`config.mk`:
```
export PLATFORM = sky130hd
export DESIGN_NAME = uart_frame_tx
export DESIGN_NICKNAME = d
export VERILOG_FILES = /design/src/rtl/uart_pkg.sv /design/src/rtl/uart_frame_tx.sv
export SDC_FILE = /design/constraint.sdc
export NUM_CORES = 1
export LEC_CHECK = 0
export CORE_ASPECT_RATIO = 0.7
export CORE_UTILIZATION = 57
export DETAILED_ROUTE_END_ITERATION = 10
export GPL_ROUTABILITY_DRIVEN = 0
export HOLD_SLACK_MARGIN = 0.05
export PLACE_DENSITY_LB_ADDON = 0.3
export SLEW_MARGIN = 20
export SYNTH_ARGS = -nofsm -noshare
export SYNTH_HDL_FRONTEND = slang
export SYNTH_SLANG_ARGS = --single-unit
```
`constraint.sdc`:
```
create_clock -name clk -period 12.4 [get_ports clk]
set_clock_uncertainty 0.2 [all_clocks]
set_input_delay 1.24 -clock clk [delete_from_list [all_inputs] [get_ports clk]]
set_output_delay 1.24 -clock clk [all_outputs]
set_load 0.03 [all_outputs]
```
`src/rtl/uart_pkg.sv`:
```
// uart_pkg -- shared definitions for the UART frame serializer.
//
// Contents:
//   uart_frame_state_t   : state encoding of uart_frame_tx
//   UART_MAX_BYTES_LIMIT : largest payload length the serializer supports
//   uart_cnt_w()         : width of a byte counter able to hold 0..max_bytes
package uart_pkg;

  localparam int UART_MAX_BYTES_LIMIT = 32;

  typedef enum logic [2:0] {
    UFS_IDLE   = 3'd0,
    UFS_ISSUE  = 3'd1,
    UFS_GAP    = 3'd2,
    UFS_DRAIN  = 3'd3,
    UFS_FINISH = 3'd4
  } uart_frame_state_t;

  // Bits needed to represent the values 0..max_bytes inclusive.
  function automatic int uart_cnt_w(input int max_bytes);
    return $clog2(max_bytes + 1);
  endfunction

endpackage : uart_pkg

```
`src/rtl/uart_frame_tx.sv`:
```
// uart_frame_tx -- frame serializer feeding a byte-wide UART transmitter.
//
// Captures up to MAX_BYTES payload bytes on a start pulse and hands them to
// the UART one byte per tx_wr strobe. After each strobe it waits GAP_CYCLES
// cycles (transmitter busy-assert latency) and then for tx_busy to drop.
//
// Optional feature (compile-time macro UART_FRAME_CSUM_EN): when defined, an
// extra byte holding the XOR of all payload bytes is sent after the payload.
//
// Ports:
//   clk, rst_n        : clock, asynchronous active-low reset
//   start, abort      : frame request (honoured in IDLE only), synchronous abort
//   byte_cnt          : payload length 1..MAX_BYTES, sampled with start
//   msb_first         : 1 = highest-indexed byte goes out first
//   data_in           : payload, byte k at data_in[8k+7:8k]
//   tx_busy           : transmitter busy flag
//   tx_data, tx_wr    : byte to transmit and its one-cycle write strobe
//   busy, done, err   : frame in progress, end-of-frame pulse, bad-length pulse
module uart_frame_tx
  import uart_pkg::*;
#(
  parameter int MAX_BYTES  = 10,
  parameter int GAP_CYCLES = 5,
  parameter int CNT_W      = uart_cnt_w(MAX_BYTES)
) (
  input  logic                   clk,
  input  logic                   rst_n,
  input  logic                   start,
  input  logic                   abort,
  input  logic [CNT_W-1:0]       byte_cnt,
  input  logic                   msb_first,
  input  logic [8*MAX_BYTES-1:0] data_in,
  input  logic                   tx_busy,
  output logic [7:0]             tx_data,
  output logic                   tx_wr,
  output logic                   busy,
  output logic                   done,
  output logic                   err
);

  localparam int GAP_W    = (GAP_CYCLES > 1) ? $clog2(GAP_CYCLES) : 1;
  localparam int GAP_LAST = (GAP_CYCLES > 0) ? GAP_CYCLES - 1 : 0;

  uart_frame_state_t      state_q, state_d;
  logic [CNT_W-1:0]       idx_q, idx_d;
  logic [CNT_W-1:0]       n_q, n_d;
  logic                   msb_q, msb_d;
  logic [8*MAX_BYTES-1:0] data_q, data_d;
  logic [GAP_W-1:0]       gap_q, gap_d;
  logic [7:0]             tx_data_q, tx_data_d;
  logic                   tx_wr_q, tx_wr_d;
  logic                   busy_q, busy_d;
  logic                   done_q, done_d;
  logic                   err_q, err_d;
`ifdef UART_FRAME_CSUM_EN
  logic [7:0]             csum_q, csum_d;
`endif

  logic [CNT_W-1:0]       last_idx;
  logic [CNT_W-1:0]       pos;
  logic [7:0]             issue_byte;

  always_comb begin
    state_d   = state_q;
    idx_d     = idx_q;
    n_d       = n_q;
    msb_d     = msb_q;
    data_d    = data_q;
    gap_d     = gap_q;
    tx_data_d = tx_data_q;
    err_d     = 1'b0;
`ifdef UART_FRAME_CSUM_EN
    csum_d    = csum_q;
    last_idx  = n_q;                  // checksum occupies index n
`else
    last_idx  = n_q - CNT_W'(1);
`endif

    unique case (state_q)
      UFS_IDLE: begin
        if (start && !abort) begin
          if (byte_cnt != '0 && byte_cnt <= CNT_W'(MAX_BYTES)) begin
            n_d     = byte_cnt;
            msb_d   = msb_first;
            data_d  = data_in;
            idx_d   = '0;
`ifdef UART_FRAME_CSUM_EN
            csum_d  = 8'h00;
`endif
            state_d = UFS_ISSUE;
          end else begin
            err_d = 1'b1;
          end
        end
      end
      UFS_ISSUE: begin
        gap_d   = '0;
        state_d = (GAP_CYCLES == 0) ? UFS_DRAIN : UFS_GAP;
      end
      UFS_GAP: begin
        if (gap_q == GAP_W'(GAP_LAST)) state_d = UFS_DRAIN;
        else                           gap_d   = gap_q + GAP_W'(1);
      end
      UFS_DRAIN: begin
        if (!tx_busy) begin
          if (idx_q == last_idx) begin
            state_d = UFS_FINISH;
          end else begin
            idx_d   = idx_q + CNT_W'(1);
            state_d = UFS_ISSUE;
          end
        end
      end
      UFS_FINISH: state_d = UFS_IDLE;
      default:    state_d = UFS_IDLE;
    endcase

    if (abort) state_d = UFS_IDLE;

    // The byte is selected from the next-cycle view of the frame registers so
    // that the first byte can be registered onto tx_data at the start edge.
    pos = msb_d ? (n_d - CNT_W'(1) - idx_d) : idx_d;
    issue_byte = 8'h00;
    for (int b = 0; b < MAX_BYTES; b++) begin
      if (pos == CNT_W'(b)) issue_byte = data_d[8*b +: 8];
    end
`ifdef UART_FRAME_CSUM_EN
    if (idx_d == n_d) issue_byte = csum_q;
`endif

    if (state_d == UFS_ISSUE) begin
      tx_data_d = issue_byte;
`ifdef UART_FRAME_CSUM_EN
      if (idx_d != n_d) csum_d = csum_d ^ issue_byte;
`endif
    end

    // Status outputs are registered copies of the next state.
    tx_wr_d = (state_d == UFS_ISSUE);
    busy_d  = (state_d != UFS_IDLE);
    done_d  = (state_d == UFS_FINISH);
  end

  always_ff @(posedge clk or negedge rst_n) begin
    if (!rst_n) begin
      state_q   <= UFS_IDLE;
      idx_q     <= '0;
      n_q       <= '0;
      msb_q     <= 1'b0;
      data_q    <= '0;
      gap_q     <= '0;
      tx_data_q <= 8'h00;
      tx_wr_q   <= 1'b0;
      busy_q    <= 1'b0;
      done_q    <= 1'b0;
      err_q     <= 1'b0;
`ifdef UART_FRAME_CSUM_EN
      csum_q    <= 8'h00;
`endif
    end else begin
      state_q   <= state_d;
      idx_q     <= idx_d;
      n_q       <= n_d;
      msb_q     <= msb_d;
      data_q    <= data_d;
      gap_q     <= gap_d;
      tx_data_q <= tx_data_d;
      tx_wr_q   <= tx_wr_d;
      busy_q    <= busy_d;
      done_q    <= done_d;
      err_q     <= err_d;
`ifdef UART_FRAME_CSUM_EN
      csum_q    <= csum_d;
`endif
    end
  end

  assign tx_data = tx_data_q;
  assign tx_wr   = tx_wr_q;
  assign busy    = busy_q;
  assign done    = done_q;
  assign err     = err_q;

endmodule : uart_frame_tx

```
# Yosys cells after proc, flatten, opt, wreduce, memory -nomap -nowiden
# Cells that the tools add are included.
# Widths: inputs -> output; s select.
# word_totals
ff_bits	107
inputBits	90
output_inout_bits	12
# classes
addsub	5
n_lt_le_gt_ge	1
n_eq_ne	17
n_mux	37
reduce_logical	9
# op_table
operator	n
$mux 80	3
$mux 8	10
$mux 4	8
$mux 3	7
$eq 4x3->1 const B	4
$pmux 3 s4	1
$eq 4x2->1 const B	2
$eq 4x4->1 const B	2
$pmux 4 s2	1
$sub 4x1->4 const B	2
$eq 3x1->1 const B	2
$eq 3x2->1 const B	2
$eq 3x3->1 const B	2
$mux 1	6
$pmux 3 s2	1
$add 4x1->4 const B	1
$eq 4x1->1 const B	1
$eq 4x4->1	1
$le 4x4->1 const B	1
$logic_not 4->1	1
$reduce_bool 4->1	1
$sub 4x4->4	1
$add 3x1->3 const B	1
$logic_not 3->1	1
other kinds (6)	7

# Logic depth before layout (Yosys ltp)
# Gate-level depths: netlist of the first run.
# logic_depth
depth_word	19
ltp_mapped	19
depth_no_buf	16

# Worst setup path before layout of the first run
# OpenSTA, ideal clock, no wires.
# synth_path
path_kind	input -> register
start	in byte_cnt[2]
end	reg tx_data_q[5] (netlist: tx_data[5])
setup_ps	132
arrival_time_ps	5259
required_ps	12068
setup_slack_ps	6808
stages	18
n_path_buf	4
cell_sequence	or4_4 o21a_1 nand2_2 buf_2 buf_2 buf_2 mux2_2 ha_1 a21oi_1 a21oi_1 o21ai_0 xnor3_1 mux2_2 buf_6 and4_4 a221o_1 a211oi_1 o22ai_1
# synth_between
elab_chain_len	19
# synth_lines
element	line_no	source
from (decl)	uart_frame_tx.sv:30	input logic [CNT_W-1:0] byte_cnt,
$le 4x4->1 / $reduce_bool 4->1 (equally long branches)	uart_frame_tx.sv:82	if (byte_cnt != '0 && byte_cnt <= CNT_W'(MAX_BYTES)) begin
$logic_and 1x1->1	uart_frame_tx.sv:82	
$mux 4 (*)	uart_frame_tx.sv:82	
$mux 4 (*)	uart_frame_tx.sv:81	if (start && !abort) begin
$mux 4 (*)	uart_frame_tx.sv:79	unique case (state_q)
net n_d[2]	uart_frame_tx.sv:46	logic [CNT_W-1:0] n_q, n_d;
$sub 4x1->4 (*)	uart_frame_tx.sv:122	pos = msb_d ? (n_d - CNT_W'(1) - idx_d) : idx_d;
$sub 4x4->4 (*)	uart_frame_tx.sv:122	
$mux 4 (*)	uart_frame_tx.sv:122	
$logic_not 4->1	uart_frame_tx.sv:125	if (pos == CNT_W'(b)) issue_byte = data_d[8*b +: 8];
$mux 8 (9 in series)	uart_frame_tx.sv:125	
$mux 8 (*)	uart_frame_tx.sv:125	
to (signal assigned)	uart_frame_tx.sv:167	tx_data_q <= tx_data_d;
to (decl)	uart_frame_tx.sv:50	logic [7:0] tx_data_q, tx_data_d;
# Mark *: on every way through the listed nets, which the timed path passes. The rest lies on a longest branch.
# A chain may end at the register's enable or synchronous reset.

# Worst setup path after layout of the first run
# layout_path
start	in byte_cnt[2]
end	reg tx_data_q[5] (netlist: tx_data[5])
# layout_between
elab_chain_len	19
# layout_lines
element	line_no
$le 4x4->1 / $reduce_bool 4->1 (equally long branches)	uart_frame_tx.sv:82
$logic_and 1x1->1	uart_frame_tx.sv:82
$mux 4	uart_frame_tx.sv:82
$mux 4	uart_frame_tx.sv:81
$mux 4	uart_frame_tx.sv:79
$sub 4x1->4	uart_frame_tx.sv:122
$sub 4x4->4	uart_frame_tx.sv:122
$mux 4	uart_frame_tx.sv:122
$logic_not 4->1	uart_frame_tx.sv:125
$mux 8 (10 in series)	uart_frame_tx.sv:125
# Parallel ways exist; a longest one is shown, timed or not.

==> results.json, run 1 <==
{
  "rows": 29,
  "ys.warnings.count": 0,
  "total_power_mw": 1.23,
  "synth_edf_count": 0,
  "seqPwrFrac": 0.385,
  "worstPathCellList": "clkdlybuf4s50_1, or4_4, o21a_1, nand2_4, buf_4, a32oi_4, ha_1, nand3_1, a21oi_1, o21ai_0, xnor3_1, mux2i_2, nor3_2, a221o_1, a211oi_1, o22ai_1",
  "path_clk_slew_ns": 0.07,
  "grt_overflow_total": 0,
  "setup_tns_ns": 0,
  "hold_depth": 1,
  "max_cap_viol_count": 0,
  "min_path_type": "flip-flop to flip-flop",
  "finish.net_count": 668,
  "pre_cts_ws_ns": 5.46,
  "finalSetupViolCount": 0,
  "rsz0062_at_grt": "false",
  "yosysUniqueCellTypes": 69,
  "grt_pass1_wl_um": 22600,
  "synthFlopType": "dfrtp_1",
  "timing.final.crit_share": 0.515,
  "p_sw_mw": 0.424,
  "dp_hpwl_um": 10600,
  "utilization": 0.749,
  "postCtsHoldBufs": 0,
  "pwr_density_cell_nw_per_um2": 177,
  "io_buffers": 101,
  "fmax_ghz": 0.157,
  "root_buffer": "clkbuf_16",
  "drt_pass1_iterations": 6,
  "slew_headroom": 0.368,
  "cts_buffers": 9,
  "die_h_um": 84.9,
  "io_pins": 102,
  "synth_top_area_frac": 0.479,
  "critical_path_required_ns": 12.42,
  "ys_ff_latch": 107,
  "period_minus_slack_ns": 6.38,
  "drive_gt1_frac": 0.221,
  "critical-path-top-delay-family": "compound AO/OA/AOI/OAI gates",
  "hold_viol": 0,
  "slew_violations": 0,
  "regArea_um2": 2680,
  "setup_ws_ns": 6.02,
  "internal_power_mw": 0.807,
  "start_util": 0.602,
  "synth_largest_area_cell": "dfrtp_1",
  "synthesis.nets": 577,
  "synth.area.top_cells": "dfrtp_1, mux2_2, mux2i_1",
  "max_stage_delay_ns": 0.78,
  "p_comb_frac": 0.369,
  "fill_cells": 642,
  "synth_cells": 479,
  "worst-path-max-fanout": 71,
  "track_usage": 0.297,
  "worstSetupEndpointType": "flip-flop",
  "p_leak_nw": 2.99,
  "path_depth": 16,
  "cts_setup_buffers": 0,
  "layout_common_cells": "dfrtp_1, clkdlybuf4s50_1, mux2_2",
  "final_common_cell": "dfrtp_1",
  "status": "finished, final reports clean",
  "core_area_um2": 9290,
  "clock_power_share": 0.247,
  "cp.arrival_ns": 6.40,
  "slowest_stage": "buf_4",
  "grt_max_degree": 72,
  "startpoint_type": "primary input",
  "grt_pass1_vias": 4308,
  "cts_tree": "yes",
  "htreeDepth": 3,
  "synth_area_um2": 5590,
  "crit_type": "primary input to flip-flop",
  "initialDrtViolationCount": 344,
  "insertion_delay_ns": 0.35,
  "grt_antenna_before_repair": 0,
  "die_x_um": 120,
  "via_per_inst": 6.21,
  "path_buf_inv": 2,
  "antenna_cells": 0,
  "p_sw_frac": 0.344,
  "syn_avg_cell_area_um2": 11.7,
  "cts_max_path_buffers": 2,
  "ir_drop_mv": 0.126,
  "wl_um": 14500,
  "die-area_um2": 10200,
  "cts_resized": 0,
  "wl_per_cell_um": 20.8,
  "vias": 4338,
  "r2r_cells": 15,
  "antenna_left": 0,
  "multi_input_area_um2": 2670,
  "drcViolationCount": 0,
  "syn_to_final_growth_pct": 24.4,
  "cts.sinks": 107,
  "yosysSeqAreaShare": 0.479,
  "tightestPinTransition_ns": 0.948,
  "async_reset_ff_frac": 1.00
}
-- synthesized netlist by cell type, types with 11 or more instances --
library cell	count
nand2_1	14
buf_2	16
nor3_1	11
nor2_1	23
inv_1	26
mux2_2	76
mux2i_1	15
o21ai_0	15
a211oi_1	17
dfrtp_1	107
a21oi_1	21
nand3_1	12
-- worst paths after layout --
path	startpoint	to	slack, ns
max	byte_cnt[2]	tx_data[5]	6.02
min	data_q[35]	data_q[35]	0.30
max reg2reg	state_q[0]	tx_data[5]	7.15
min reg2reg	data_q[35]	data_q[35]	0.30
max in group asynchronous	rst_n	n_q[1]	10.12
min in group asynchronous	rst_n	gap_q[2]	0.71
-- power by group through the flow --
stage          registers (mW)  clock network (mW)  logic, mW
2_1_floorplan           0.489                   0      0.281
4_1_cts                 0.472               0.308      0.445
5_1_grt                 0.480               0.322      0.486
6_report                0.473               0.304      0.454
3_5_place_dp            0.478                   0      0.441
3_3_place_gp            0.471                   0      0.425
-- stage by stage --
step / std cells / cell area [um2] / hold slack [ns]
final: 699 / 6960 / 0.296
after global routing: 699 / 6960 / 0.303
after CTS: 699 / 6960 / 0.298
after detailed placement: 683 / 6640 / 0.282
after global placement: 683 / 6640 / 0.271
after floorplan: 479 / 5590 / 0.251
-- registers in the layout, summed over array words and instances (netlist names) --
name     flops
busy         1
data_q      80
done         1
err          1
gap_q        3
idx_q        4
msb_q        1
n_q          4
state_q      3
tx_data      8
tx_wr        1
-- area by class of cell --
type	instances	share of cell area
inverter	27	0.0149
tap	124	0.0223
multi-input combinational	320	0.383
timing repair buffer	105	0.149
clock buffer	11	0.0334
clock inverter	5	0.0124
sequential	107	0.385
-- cells by family after synthesis --
logic type / Yosys count / synth area share
flops: 107 / 0.479
fa+ha+maj: 8 / 0.0192
mux: 94 / 0.189
simple gates: 100 / 0.106
buf+inv: 52 / 0.0463
compound gates: 111 / 0.145
xor+xnor: 7 / 0.0159
-- routing by layer --
metal,vias to the layer above,global-route usage,wire length [um]
met5,-,0,0
met4,0,0.0673,129
met3,13,0.0880,1520
met2,228,0.460,6630
met1,2147,0.416,6250
li1,1950,-,-
(Power assumes the default switching activity.)
==> run 2, diff against run 1 <==
--- a/config.mk
+++ b/config.mk
@@ -6,7 +6,7 @@
 export NUM_CORES = 1
 export LEC_CHECK = 0
 export CORE_ASPECT_RATIO = 0.7
-export CORE_UTILIZATION = 57
+export CORE_UTILIZATION = 48
 export DETAILED_ROUTE_END_ITERATION = 10
 export GPL_ROUTABILITY_DRIVEN = 0
 export HOLD_SLACK_MARGIN = 0.05
==> constraint.sdc (replaced) <==
create_clock -name clk -period 5.85 [get_ports clk]
set_clock_uncertainty 0.2 [all_clocks]
set_input_delay 0.585 -clock clk [delete_from_list [all_inputs] [get_ports clk]]
set_output_delay 0.585 -clock clk [all_outputs]
set_load 0.03 [all_outputs]
==> run 2 against run 1 <==
Against the previous run:
- setup slack worse by 5.1 ns
- critical path depth is 1 lower
- sequential cell count stayed put
- sequential power is 110% higher
- die area is 18% higher
- hold slack better by 0.0038 ns
- sequential share of layout area is 0.42 points lower
- combinational power is 110% higher
- via count is 1.8% lower
- wire length is 1.5% lower
- global-route usage is 5.0 points lower
- critical path type unchanged
- critical endpoint is now tx_data[1]
- largest power group unchanged
- highest routed layer unchanged
==> results.json, run 2 (synthesis gave the netlist of run 1 again) <==
{
  "wl_um": 14300,
  "grt_max_degree": 87,
  "antenna_cells": 0,
  "worst-path-max-fanout": 11,
  "dp_hpwl_um": 10500,
  "cts_buffers": 9,
  "top_register": "data_q",
  "drive_gt1_frac": 0.225,
  "min_path_type": "flip-flop to flip-flop",
  "io_buffers": 101,
  "rows": 32,
  "setup_tns_ns": 0,
  "fmax_ghz": 0.203,
  "path_clk_slew_ns": 0.07,
  "layout_common_cells": "dfrtp_1, clkdlybuf4s50_1, mux2_2",
  "track_usage": 0.247,
  "syn_to_final_growth_pct": 25.8,
  "die_h_um": 92.3,
  "vias": 4260,
  "io_pins": 102,
  "grt_pass1_wl_um": 22200,
  "finish.net_count": 672,
  "worstPathCellList": "clkdlybuf4s50_1, or4_4, o21a_1, nand2_4, mux2_2, ha_1, a21oi_1, a21oi_1, o21ai_0, xnor3_1, mux2_2, nor3_2, o21ai_0, o2111ai_1, o221ai_1",
  "path_buf_inv": 1,
  "hold_viol": 0,
  "startpoint_type": "primary input",
  "status": "finished, final reports clean",
  "htreeDepth": 3,
  "worstSetupEndpointType": "flip-flop",
  "final_area_um2": 7040,
  "critical_path_required_ns": 5.85,
  "timing.final.crit_share": 0.841,
  "critical-path-top-delay-family": "compound AO/OA/AOI/OAI gates",
  "pwr_density_cell_nw_per_um2": 366,
  "whs_ns": 0.299,
  "ir_drop_mv": 0.193,
  "slew_headroom": 0.403,
  "grt_overflow_total": 0,
  "final_common_cell": "dfrtp_1",
  "placed_area_um2": 6690,
  "cp.arrival_ns": 4.91,
  "slew_violations": 0,
  "initialDrtViolationCount": 340,
  "cts_resized": 0,
  "rsz0062_at_grt": "false",
  "drt_pass1_iterations": 5,
  "start_util": 0.501,
  "cts_tree": "yes",
  "core_area_um2": 11200,
  "cts_setup_buffers": 0,
  "drcViolationCount": 0,
  "antenna_left": 0,
  "crit_type": "primary input to flip-flop",
  "slowest_stage": "or4_4",
  "grt_antenna_before_repair": 0,
  "tightestPinTransition_ns": 0.896,
  "die-area_um2": 12100,
  "via_per_inst": 5.82,
  "period_minus_slack_ns": 4.92,
  "largest_reg_flops": 80,
  "root_buffer": "clkbuf_16",
  "p_leak_nw": 3.01,
  "wl_per_cell_um": 19.5,
  "grt_pass1_vias": 4167,
  "cts_max_path_buffers": 2,
  "die_x_um": 131,
  "insertion_delay_ns": 0.34,
  "max_cap_viol_count": 0,
  "cts.sinks": 107,
  "max_stage_delay_ns": 0.56,
  "finalSetupViolCount": 0
}
-- run 2: cell types whose count changed in the layout (fill, tap and decap cells not counted), sizes merged --
cell         delta
buf             +3
clkinvlp        +3
clkinv          -2
bufinv          -1
dlygate4sd3     +1
-- run 2: what timing repair did --
item                       CTS  global route
hold buffers                 1             0
hold endpoints to repair    36             0
setup endpoints to repair    0             0
-- run 2: worst paths after layout --
check                       startpoint          to  slack (ns)  cells after the start
setup / recovery           byte_cnt[2]  tx_data[1]        0.93                     15
hold / removal               data_q[3]   data_q[3]        0.30                      1
setup reg to reg                n_q[0]  tx_data[1]        1.05                     16
hold reg to reg              data_q[3]   data_q[3]        0.30                      1
max in group asynchronous        rst_n    idx_q[0]        3.64                      3
min in group asynchronous        rst_n  data_q[42]        0.54                      2
-- run 2: worst reg2reg max path: cells and delay by family, from the launching register on --
family          cells  cell delay (ns)
buf+inv             1             0.06
mux                 2             0.85
compound gates      7             1.42
fa+ha+maj           2             0.66
simple gates        2             0.62
xor+xnor            2             0.43
flops               1             0.41
-- run 2: layout make-up --
class	instances	area [um2]
Sequential cell	107	2680
Multi-Input combinational cell	320	2670
Inverter	27	104
Fill cell	864	4130
Timing Repair Buffer	109	1090
Clock buffer	11	243
Clock inverter	5	61.3
Tap cell	153	191
-- run 2: layer usage --
layer,up-vias,global-route usage,share of wire
li1,1961,-,-
met1,2087,0.388,0.50
met2,201,0.346,0.41
met3,11,0.0479,0.079
met4,0,0.0575,0.0092
met5,-,0,0
-- run 2: through the flow --
step                      cells  setup slack [ns]  power [mW]   util
after global routing        732             0.793        2.70  0.630
final                       732             0.931        2.57  0.630
after floorplan             479             0.913        1.63      -
after CTS                   731             0.966        2.56  0.627
after global placement      714             0.820        1.91  0.599
after detailed placement    714             0.613        1.95  0.599
-- run 2: power breakdown --
group          leakage, nW  internal (mW)  switching [mW]  total (mW)
Sequential            1.29          0.918          0.0792       0.997
Combinational         1.59          0.421           0.538       0.959
Clock                0.138          0.345           0.270       0.616
Total                 3.01           1.68           0.888        2.57
==> run 3, diff against run 2 <==
--- a/config.mk
+++ b/config.mk
@@ -6,7 +6,7 @@
 export NUM_CORES = 1
 export LEC_CHECK = 0
 export CORE_ASPECT_RATIO = 0.7
-export CORE_UTILIZATION = 48
+export CORE_UTILIZATION = 53
 export DETAILED_ROUTE_END_ITERATION = 10
 export GPL_ROUTABILITY_DRIVEN = 0
 export HOLD_SLACK_MARGIN = 0.05
==> constraint.sdc (replaced) <==
create_clock -name clk -period 4.7 [get_ports clk]
set_clock_uncertainty 0.2 [all_clocks]
set_input_delay 0.47 -clock clk [delete_from_list [all_inputs] [get_ports clk]]
set_output_delay 0.47 -clock clk [all_outputs]
set_load 0.03 [all_outputs]
==> run 3 against run 2 <==
Against the previous run:
- the run now ends with DRC left
- sequential share of layout area increased by 0.11 points
- combinational power increased by 28%
- hold slack got worse by 0.29 ns
- count of clock-buffer cells in the layout is 2 lower
- critical path type unchanged
- largest cell class unchanged
==> results.json, run 3 (synthesis gave the netlist of run 1 again) <==
{
  "cts_max_path_buffers": 2,
  "vias": 4369,
  "drcViolationCount": 16,
  "tightestPinTransition_ns": 0.848,
  "min_path_type": "primary input to asynchronous set/reset pin",
  "core_area_um2": 9980,
  "top_register": "data_q",
  "pwr_density_cell_nw_per_um2": 454,
  "grt_max_degree": 66,
  "io_pins": 102,
  "slew_violations": 0,
  "cp.arrival_ns": 4.53,
  "grt_pass1_wl_um": 23700,
  "slew_headroom": 0.434,
  "io_buffers": 101,
  "fill_cells": 733,
  "initialDrtViolationCount": 437,
  "cts_tree": "yes",
  "wl_um": 14600,
  "final_area_um2": 7020,
  "grt_antenna_before_repair": 0,
  "max_cap_viol_count": 0,
  "drt_pass1_iterations": 10,
  "timing.final.crit_share": 0.959,
  "utilization": 0.703,
  "multi_input_area_um2": 2670,
  "fmax_ghz": 0.222,
  "cts_buffers": 9,
  "htreeDepth": 3,
  "root_buffer": "clkbuf_16",
  "die_h_um": 88.0,
  "status": "complete, but fails checks",
  "setup_ws_ns": 0.192,
  "drive_gt1_frac": 0.239,
  "hold_viol": 0,
  "start_util": 0.560,
  "finish.net_count": 679,
  "antenna_left": 0,
  "grt_pass1_vias": 4380,
  "critical_path_required_ns": 4.72,
  "crit_type": "primary input to flip-flop",
  "ir_drop_mv": 0.259,
  "violations": "DRC",
  "startpoint_type": "primary input",
  "cts_setup_buffers": 0,
  "rows": 30,
  "r2r_cells": 17,
  "finalSetupViolCount": 0,
  "p_leak_nw": 3.04,
  "final_common_cell": "dfrtp_1",
  "syn_to_final_growth_pct": 25.4,
  "whs_ns": 0.00602,
  "rsz0062_at_grt": "false",
  "track_usage": 0.285,
  "layout_common_cells": "dfrtp_1, clkdlybuf4s50_1, mux2_2",
  "grt_overflow_total": 0,
  "period_minus_slack_ns": 4.51,
  "pre_cts_ws_ns": -0.133,
  "largest_reg_flops": 80,
  "via_per_inst": 6.12,
  "dp_hpwl_um": 10700,
  "wl_per_cell_um": 20.4,
  "path_clk_slew_ns": 0.07,
  "insertion_delay_ns": 0.35,
  "die_x_um": 125,
  "die-area_um2": 11000,
  "placed_area_um2": 6740,
  "regArea_um2": 2680,
  "worstSetupEndpointType": "flip-flop",
  "cts.sinks": 107,
  "antenna_cells": 0,
  "worst-path-max-fanout": 12
}
==> run 3: timing repair <==
item | 4_1_cts | 5_1_grt
resized for setup | 0 | 1
endpoints found under the setup margin | 0 | 4
hold buffers | 0 | 0
hold endpoints to repair | 0 | 0
==> run 3: cell type report <==
cell class / count / area share
Clock buffer: 9 / 0.0321
Clock inverter: 7 / 0.00713
Inverter: 27 / 0.0148
Sequential cell: 107 / 0.382
Tap cell: 128 / 0.0228
Multi-Input combinational cell: 320 / 0.380
Timing Repair Buffer: 116 / 0.162
==> run 3: final timing paths <==
check / start / endpoint / slack, ns
worst max register to register: n_q[0] / tx_data[3] / 0.30
worst min-delay path: rst_n / busy / 0.006
worst min register to register: data_q[74] / data_q[74] / 0.30
worst max-delay path: byte_cnt[2] / tx_data[3] / 0.19
min in group clk: data_q[74] / data_q[74] / 0.30
max in group asynchronous: rst_n / data_q[42] / 3.19
==> run 3: routing by layer <==
layer,part of all wire,GRT usage
met5,0,0
met2,0.43,0.420
met4,0.0088,0.0617
met3,0.096,0.0721
met1,0.47,0.425
==> run 3: through the flow <==
step / instances / TNS [ns] / power, mW
final: 714 / 0 / 3.19
after global placement: 698 / 0 / 2.40
after detailed placement: 698 / -0.531 / 2.46
after global routing: 714 / 0 / 3.35
after floorplan: 479 / 0 / 2.04
after CTS: 714 / 0 / 3.18
==> run 3: report_power, final <==
part / internal [mW] / switching (mW)
Sequential: 1.14 / 0.100
Combinational: 0.543 / 0.686
Clock: 0.364 / 0.350
Total: 2.05 / 1.14
==> run 3: worst max-delay path, cell delays in order <==
cell             delay [ns]
clkdlybuf4s50_1        0.44
or4_4                  0.56
o21a_1                 0.18
nand2_4                0.14
mux2_2                 0.36
ha_1                   0.35
nand3_1                0.15
and3_1                 0.19
o21ai_1                0.17
xnor3_1                0.27
mux2i_1                0.15
buf_4                  0.22
nor3_2                 0.10
a221o_1                0.38
a211oi_1               0.27
o22ai_1                0.12
